==> src/rtl/seq_timing_gen_if.sv <==
// Control-unit timing bus between the sequence requester and seq_timing_gen.
// The pause signal exists only when SEQ_PAUSE_EN is defined.
interface seq_timing_gen_if #(
  parameter int unsigned CNT_W = 8
);
  logic             start;
  logic [CNT_W-1:0] n_iter;
`ifdef SEQ_PAUSE_EN
  logic             pause;
`endif
  logic [1:0]       T;
  logic             E;
  logic             busy;
  logic             done;
  logic [CNT_W-1:0] iter_cnt;

  modport master (
    output start, n_iter,
`ifdef SEQ_PAUSE_EN
    output pause,
`endif
    input  T, E, busy, done, iter_cnt
  );

  modport slave (
    input  start, n_iter,
`ifdef SEQ_PAUSE_EN
    input  pause,
`endif
    output T, E, busy, done, iter_cnt
  );
endinterface

==> src/rtl/seq_timing_gen.sv <==
// Four-step timing generator (T0..T3) repeated n_iter times, then a one-cycle FIN.
// Optional SEQ_PAUSE_EN macro adds a pause input that freezes the RUN state.
module seq_timing_gen #(
  parameter int unsigned CNT_W = 8
) (
  input  logic               clk,
  input  logic               rst,
  seq_timing_gen_if.slave    bus
);

  typedef enum logic [1:0] {
    IDLE = 2'b00,
    RUN  = 2'b01,
    FIN  = 2'b10
  } state_e;

  state_e           state_q, state_d;
  logic [1:0]       t_q, t_d;
  logic             e_q, e_d;
  logic             busy_q, busy_d;
  logic             done_q, done_d;
  logic [CNT_W-1:0] iter_q, iter_d;
  logic [CNT_W-1:0] nlat_q, nlat_d;
  logic [CNT_W-1:0] iter_inc;
  logic             hold;

`ifdef SEQ_PAUSE_EN
  always_comb hold = bus.pause;
`else
  always_comb hold = 1'b0;
`endif

  always_comb iter_inc = iter_q + CNT_W'(1);

  always_comb begin
    state_d = state_q;
    t_d     = t_q;
    e_d     = 1'b0;
    busy_d  = busy_q;
    done_d  = 1'b0;
    iter_d  = iter_q;
    nlat_d  = nlat_q;
    case (state_q)
      IDLE: begin
        t_d    = 2'b00;
        busy_d = 1'b0;
        if (bus.start) begin
          iter_d = '0;
          busy_d = 1'b1;
          if (bus.n_iter != '0) begin
            nlat_d  = bus.n_iter;
            state_d = RUN;
          end else begin
            state_d = FIN;
            e_d     = 1'b1;
            done_d  = 1'b1;
          end
        end
      end
      RUN: begin
        if (!hold) begin
          t_d = t_q + 2'b01;
          if (t_q == 2'b11) begin
            iter_d = iter_inc;
            // Compare the incremented count so n_iter = 2^CNT_W-1 ends before wrapping.
            if (iter_inc == nlat_q) begin
              state_d = FIN;
              t_d     = 2'b00;
              e_d     = 1'b1;
              done_d  = 1'b1;
            end
          end
        end
      end
      FIN: begin
        state_d = IDLE;
        t_d     = 2'b00;
        busy_d  = 1'b0;
      end
      default: begin
        state_d = IDLE;
        t_d     = 2'b00;
        busy_d  = 1'b0;
      end
    endcase
  end

  always_ff @(posedge clk) begin
    if (rst) begin
      state_q <= IDLE;
      t_q     <= 2'b00;
      e_q     <= 1'b0;
      busy_q  <= 1'b0;
      done_q  <= 1'b0;
      iter_q  <= '0;
      nlat_q  <= '0;
    end else begin
      state_q <= state_d;
      t_q     <= t_d;
      e_q     <= e_d;
      busy_q  <= busy_d;
      done_q  <= done_d;
      iter_q  <= iter_d;
      nlat_q  <= nlat_d;
    end
  end

  assign bus.T        = t_q;
  assign bus.E        = e_q;
  assign bus.busy     = busy_q;
  assign bus.done     = done_q;
  assign bus.iter_cnt = iter_q;

endmodule

==> src/flat_wrapper.sv <==
// flat-port wrapper written by rule: the top's interface ports become plain ports
module seq_timing_gen_flat 
#(
  parameter int unsigned CNT_W = 8
)
  (clk, rst, bus_start, bus_n_iter, bus_T, bus_E, bus_busy, bus_done, bus_iter_cnt);
  seq_timing_gen_if #(.CNT_W(CNT_W)) bus_i ();
  input  logic clk;
  input  logic rst;
  input wire logic [$bits(bus_i.start)-1:0] bus_start;
  input wire logic [$bits(bus_i.n_iter)-1:0] bus_n_iter;
  output wire logic [$bits(bus_i.T)-1:0] bus_T;
  output wire logic [$bits(bus_i.E)-1:0] bus_E;
  output wire logic [$bits(bus_i.busy)-1:0] bus_busy;
  output wire logic [$bits(bus_i.done)-1:0] bus_done;
  output wire logic [$bits(bus_i.iter_cnt)-1:0] bus_iter_cnt;
  assign bus_i.start = bus_start;
  assign bus_i.n_iter = bus_n_iter;
  assign bus_T = bus_i.T;
  assign bus_E = bus_i.E;
  assign bus_busy = bus_i.busy;
  assign bus_done = bus_i.done;
  assign bus_iter_cnt = bus_i.iter_cnt;
  seq_timing_gen #(.CNT_W(CNT_W)) u_core (.clk(clk), .rst(rst), .bus(bus_i));
endmodule
==> config.mk <==
export PLATFORM = sky130hd
export DESIGN_NAME = seq_timing_gen_flat
export DESIGN_NICKNAME = d
export VERILOG_FILES = /design/src/rtl/seq_timing_gen_if.sv /design/src/rtl/seq_timing_gen.sv /design/src/flat_wrapper.sv
export SDC_FILE = /design/constraint.sdc
export NUM_CORES = 1
export LEC_CHECK = 0
export BUFFER_PORTS_ARGS = -buffer_cell sky130_fd_sc_hd__buf_4
export CORE_UTILIZATION = 53
export CTS_CLUSTER_SIZE = 40
export DETAILED_ROUTE_END_ITERATION = 16
export GPL_ROUTABILITY_DRIVEN = 1
export PLACE_DENSITY = 0.83
export SLEW_MARGIN = 5
export SYNTH_ARGS = -nofsm -noshare
export SYNTH_HDL_FRONTEND = slang
export SYNTH_SLANG_ARGS = --single-unit
==> constraint.sdc <==
create_clock -name clk -period 2.27 [get_ports clk]
set_clock_uncertainty 0.1 [all_clocks]
set_input_delay 0.1135 -clock clk [delete_from_list [all_inputs] [get_ports clk]]
set_output_delay 0.1135 -clock clk [all_outputs]
set_load 0.01 [all_outputs]
======== After elaboration in Yosys (flattened, before gate mapping) ========
Index checks and enable logic that the tools add are counted.
cells by class
  $add $sub $neg .......................... 2
  eq/ne operators ......................... 6
  muxes and demuxes ....................... 17
  bitwise logic cells ..................... 1
  reduce and logical (&&, ||, !) cells .... 7
operators by type and width
  cell                   number
  $mux W8                2
  $pmux W8 S2            1
  $mux W2                6
  $reduce_and A3 Y1      3
  $add A8 B1 Y8 const B  1
  $eq A8 B8 Y1           1
  $reduce_bool A8 Y1     1
  $mux W1                5
  $ne A2 B1 Y1 const B   2
  $pmux W1 S2            2
  $pmux W2 S2            1
  $add A2 B1 Y2 const B  1
  $eq A2 B1 Y1 const B   1
  $eq A2 B2 Y1 const B   1
  $logic_not A2 Y1       1
  $ne A2 B2 Y1 const B   1
  $reduce_bool A2 Y1     1
  $reduce_or A2 Y1       1
  $not A1 Y1             1
word-level totals
  bits in registers ....................... 22
  input bits .............................. 11
  output and inout bits ................... 13
  logic and storage cells ................. 39

======== Logic depth before layout (Yosys ltp) ========
  depth after elaboration ................. 5
  depth in mapped cells ................... 7
  gate-level depth less buffers ........... 6

======== Least setup slack after synthesis ========
Ideal clock, no wire load.
  kind .................................... reg-to-reg
  from .................................... register u_core.iter_q[0], in the netlist u_core.bus.iter_cnt[0]
  to ...................................... register u_core.e_q, in the netlist u_core.bus.E
  setup time .............................. 61 ps
  arrival time ............................ 1700 ps
  data required time ...................... 2109 ps
  slack ................................... 409 ps
  stages on the path, launching flop included .. 7
  buffers on the path ..................... 0
  cells stage by stage .................... dfxtp_1 ha_1 and3_4 and4_1 o21ai_0 nor4_2 a32o_1
between the ends
  word-level cells in the longest chain between the ends .. 5
RTL lines
  element                   RTL line               text
  start: declaration        seq_timing_gen.sv:22   logic [CNT_W-1:0] iter_q, iter_d;
  start signal: assignment  seq_timing_gen.sv:103  iter_q <= iter_d;
  $add A8 B1 Y8             seq_timing_gen.sv:33   always_comb iter_inc = iter_q + CNT_W'(1);
  $eq A8 B8 Y1              seq_timing_gen.sv:66   if (iter_inc == nlat_q) begin
  $mux W1                   seq_timing_gen.sv:66
  $mux W1                   seq_timing_gen.sv:63   if (t_q == 2'b11) begin
  $pmux W1 S2               seq_timing_gen.sv:43   case (state_q)
  end signal: assignment    seq_timing_gen.sv:92   e_q <= 1'b0;
  end signal: assignment    seq_timing_gen.sv:100  e_q <= e_d;
  end: declaration          seq_timing_gen.sv:19   logic e_q, e_d;
No other way between the ends.
A chain may end at the register's enable or synchronous reset.

======== Worst setup path after layout ========
Same ends and word-level chain as after synthesis.

==> results.py <==
metrics = {
    "status": {
        "status": "finished clean",
    },
    "synth": {
        "syn_avg_cell_area_sq_um": 8.83,
        "synthFlopType": "sky130_fd_sc_hd__dfxtp_1",
        "synthesis.yosys.warnings": 0,
        "post-synth-top-count-cell": "sky130_fd_sc_hd__dfxtp_1",
        "ffs_w_async_s_r_synth_pct": 0,
        "synth_area_sq_um": 1180,
        "synth_top_cells_by_area": "sky130_fd_sc_hd__dfxtp_1 37%, sky130_fd_sc_hd__mux2i_1 6.8%, sky130_fd_sc_hd__nor2_1 6.7%",
        "synthDistinctLibCells": 39,
        "syn_inst": 134,
        "synth_seq_area_share_pct": 37.2,
        "yosysTopAreaCell": "sky130_fd_sc_hd__dfxtp_1",
        "synth_enable_flop_cells": 0,
        "post-synth-top-area-fraction_pct": 37.2,
        "synth_common_cells": "22 x sky130_fd_sc_hd__dfxtp_1, 21 x sky130_fd_sc_hd__nor2_1, 9 x sky130_fd_sc_hd__o21ai_0",
        "mappedNetlistNets": 147,
        "ys_ff_latch": 22,
    },
    "cts": {
        "tritoncts_num_sinks": 22,
        "cts_post_setup_buffers_inserted": 0,
        "tritoncts": "built",
        "cts-buffers-inserted": 3,
        "cts.root.buffer_cell": "sky130_fd_sc_hd__clkbuf_4",
        "worst_setup_hold_path_clk_slew_ns": 0.13,
        "cts.repair.resized": 0,
        "hold_buffers": 9,
        "htree_num_levels": 1,
        "clock_tree.buffer_depth": 2,
        "worstSkewPairLatency_ns": 0.32,
    },
    "power": {
        "vdd.ir_drop.worst_mv": 0.406,
        "power-per-cell-area_nw_per_um2": 503,
        "static-leakage-power_uw": 0.000613,
    },
    "floorplanning": {
        "starting_density_pct": 58.5,
        "io_pins": 24,
        "coreArea_sq_um": 2020,
        "design.die.area_sq_um": 2430,
        "fp.dieW_um": 49.3,
        "row_count": 16,
        "fp.dieH_um": 49.3,
    },
    "detailed_routing": {
        "dr.pass1.iters": 4,
        "post_drt_via_cell_ratio": 5.95,
        "routed_wire_length_per_instance_um": 14.2,
        "wire_length_after_detailed_routing_um": 2680,
        "post-route-drc-count": 0,
        "routed-via-count": 1124,
        "drt-initial-drc-count": 29,
        "ant_nets": 0,
    },
    "hold_path": {
        "min_path_type": "primary input to flip-flop",
        "min-delay-start": "rst",
    },
    "placement": {
        "dp.cells": 176,
        "gp_routability_congestion": 0.804,
        "hpwl_um": 1810,
        "buffer_ports.inserted": 23,
        "worst_slack_at_placement_ns": 0.265,
    },
    "sta": {
        "timing.fmax_mhz": 487,
        "setup_violations": 0,
        "setup_ws_ns": 0.216,
        "slew_viol_final": 0,
        "rsz0062_at_grt": "false",
        "post-route-period-util_pct": 90.5,
        "final.min_clock_period_ns": 2.05,
        "worst_pin_slew_ns": 0.445,
        "setup_total_negative_slack_ns": 0,
        "hold_violations": 0,
        "maxSlewHeadroom_pct": 70.3,
    },
    "critical_path": {
        "endpoint_kind": "flip-flop",
        "setup.worst_path.start_class": "flip-flop",
        "cp_data_arrival_time_ns": 2.22,
        "setup.worst_path.start": "u_core.bus.iter_cnt[0]",
        "crit-reg2reg-launch": "u_core.bus.iter_cnt[0]",
        "crit_type": "flip-flop to flip-flop",
        "cp.required_ns": 2.44,
        "critical_path_peak_fanout": 7,
    },
    "global_route": {
        "global_route.overflow_total": 0,
        "grt_max_degree": 22,
        "grt_antenna_before_repair": 0,
        "grt_pass1_wl_um": 4640,
        "first_global_vias": 1077,
        "groute.usage.overall_pct": 25.3,
    },
    "layout": {
        "drive_above_1_share_pct": 22.2,
        "antenna_cells": 0,
        "finalNonFillerCells": 189,
        "utilization_pct": 72.8,
        "syn_to_final_growth_pct": 24.4,
        "num-nets-final": 176,
    },
    "job": {
        "cap_viol_max_count": 0,
    },
}
-- state kept, by name, summed over array words and instances (netlist names) --
name,cells
u_core.bus.iter_cnt,8
u_core.nlat_q,8
u_core.bus.T,2
u_core.state_q,2
u_core.bus.E,1
u_core.bus.busy,1
-- critical path, cell delays in order (launching register included) --
cell and delay (ns):
sky130_fd_sc_hd__dfxtp_1 0.46, sky130_fd_sc_hd__ha_1 0.29, sky130_fd_sc_hd__and3_4 0.24, sky130_fd_sc_hd__and4_1 0.22
sky130_fd_sc_hd__o21ai_0 0.11, sky130_fd_sc_hd__nor4_2 0.39, sky130_fd_sc_hd__a32o_1 0.18
-- path summary, 6_finish.rpt --
path	to	slack [ns]	cells after the start
worst max register to register	u_core.bus.E	0.22	6
worst min register to register	u_core.bus.T[0]	0.38	1
worst min-delay path	u_core.bus.iter_cnt[7]	0.01	2
worst max-delay path	u_core.bus.E	0.22	6
-- power by group --
group          switching (uW)  leakage [uW]  internal [uW]
sequential               11.7      0.000179            400
clock                     129     0.0000210           98.3
combinational            48.4      0.000413           53.2
-- per-stage QoR --
step                      power (uW)  area [sq um]  hold WS (ns)
final                            740          1470        0.0143
after global routing             765          1470        0.0323
after CTS                        740          1470       0.00693
after detailed placement         508          1350         0.269
after global placement           505          1350         0.253
after floorplan                  476          1180         0.149
-- layout make-up --
cell class / count / area [sq um]
Multi-Input combinational cell: 104 / 699
Fill cell: 151 / 549
Sequential cell: 22 / 440
Timing Repair Buffer: 32 / 263
Clock buffer: 4 / 36.3
Tap cell: 27 / 33.8
-- layer usage --
layer / global-route usage, % / wire [um] / vias up
met5: 0 / 0 / -
met4: 12.7 / 47 / 0
met3: 4.05 / 130 / 4
met2: 43.2 / 1340 / 40
met1: 30.5 / 1150 / 542
li1: - / - / 538
-- cell families (layout without fill, tap and decap cells) --
| group | count (synthesis) | in the layout | share of synthesized area [%] |
|---|---|---|---|
| and+or+nand+nor | 57 | 57 | 28.3 |
| AOI/OAI and AO/OA | 28 | 28 | 15.2 |
| DFF | 22 | 22 | 37.2 |
| xor gates and xnor gates | 9 | 9 | 6.66 |
| muxes | 8 | 8 | 6.77 |
| buffers and inverters | 8 | 36 | 3.70 |
| adders and majority gates | 2 | 2 | 2.11 |
-- cells in the final DEF, fill, tap and decap left out, drive strengths merged, types with 3 or more instances in the layout --
cell         count
a21oi            8
a31oi            4
and2             3
and3             3
buf             23
clkbuf           4
dfxtp           22
dlygate4sd3      9
mux2i            8
nand2            4
nand3            4
nor2            21
o21ai           11
or3              3
or4              3
xnor2            6
xor2             3
(Power assumes the default switching activity.)
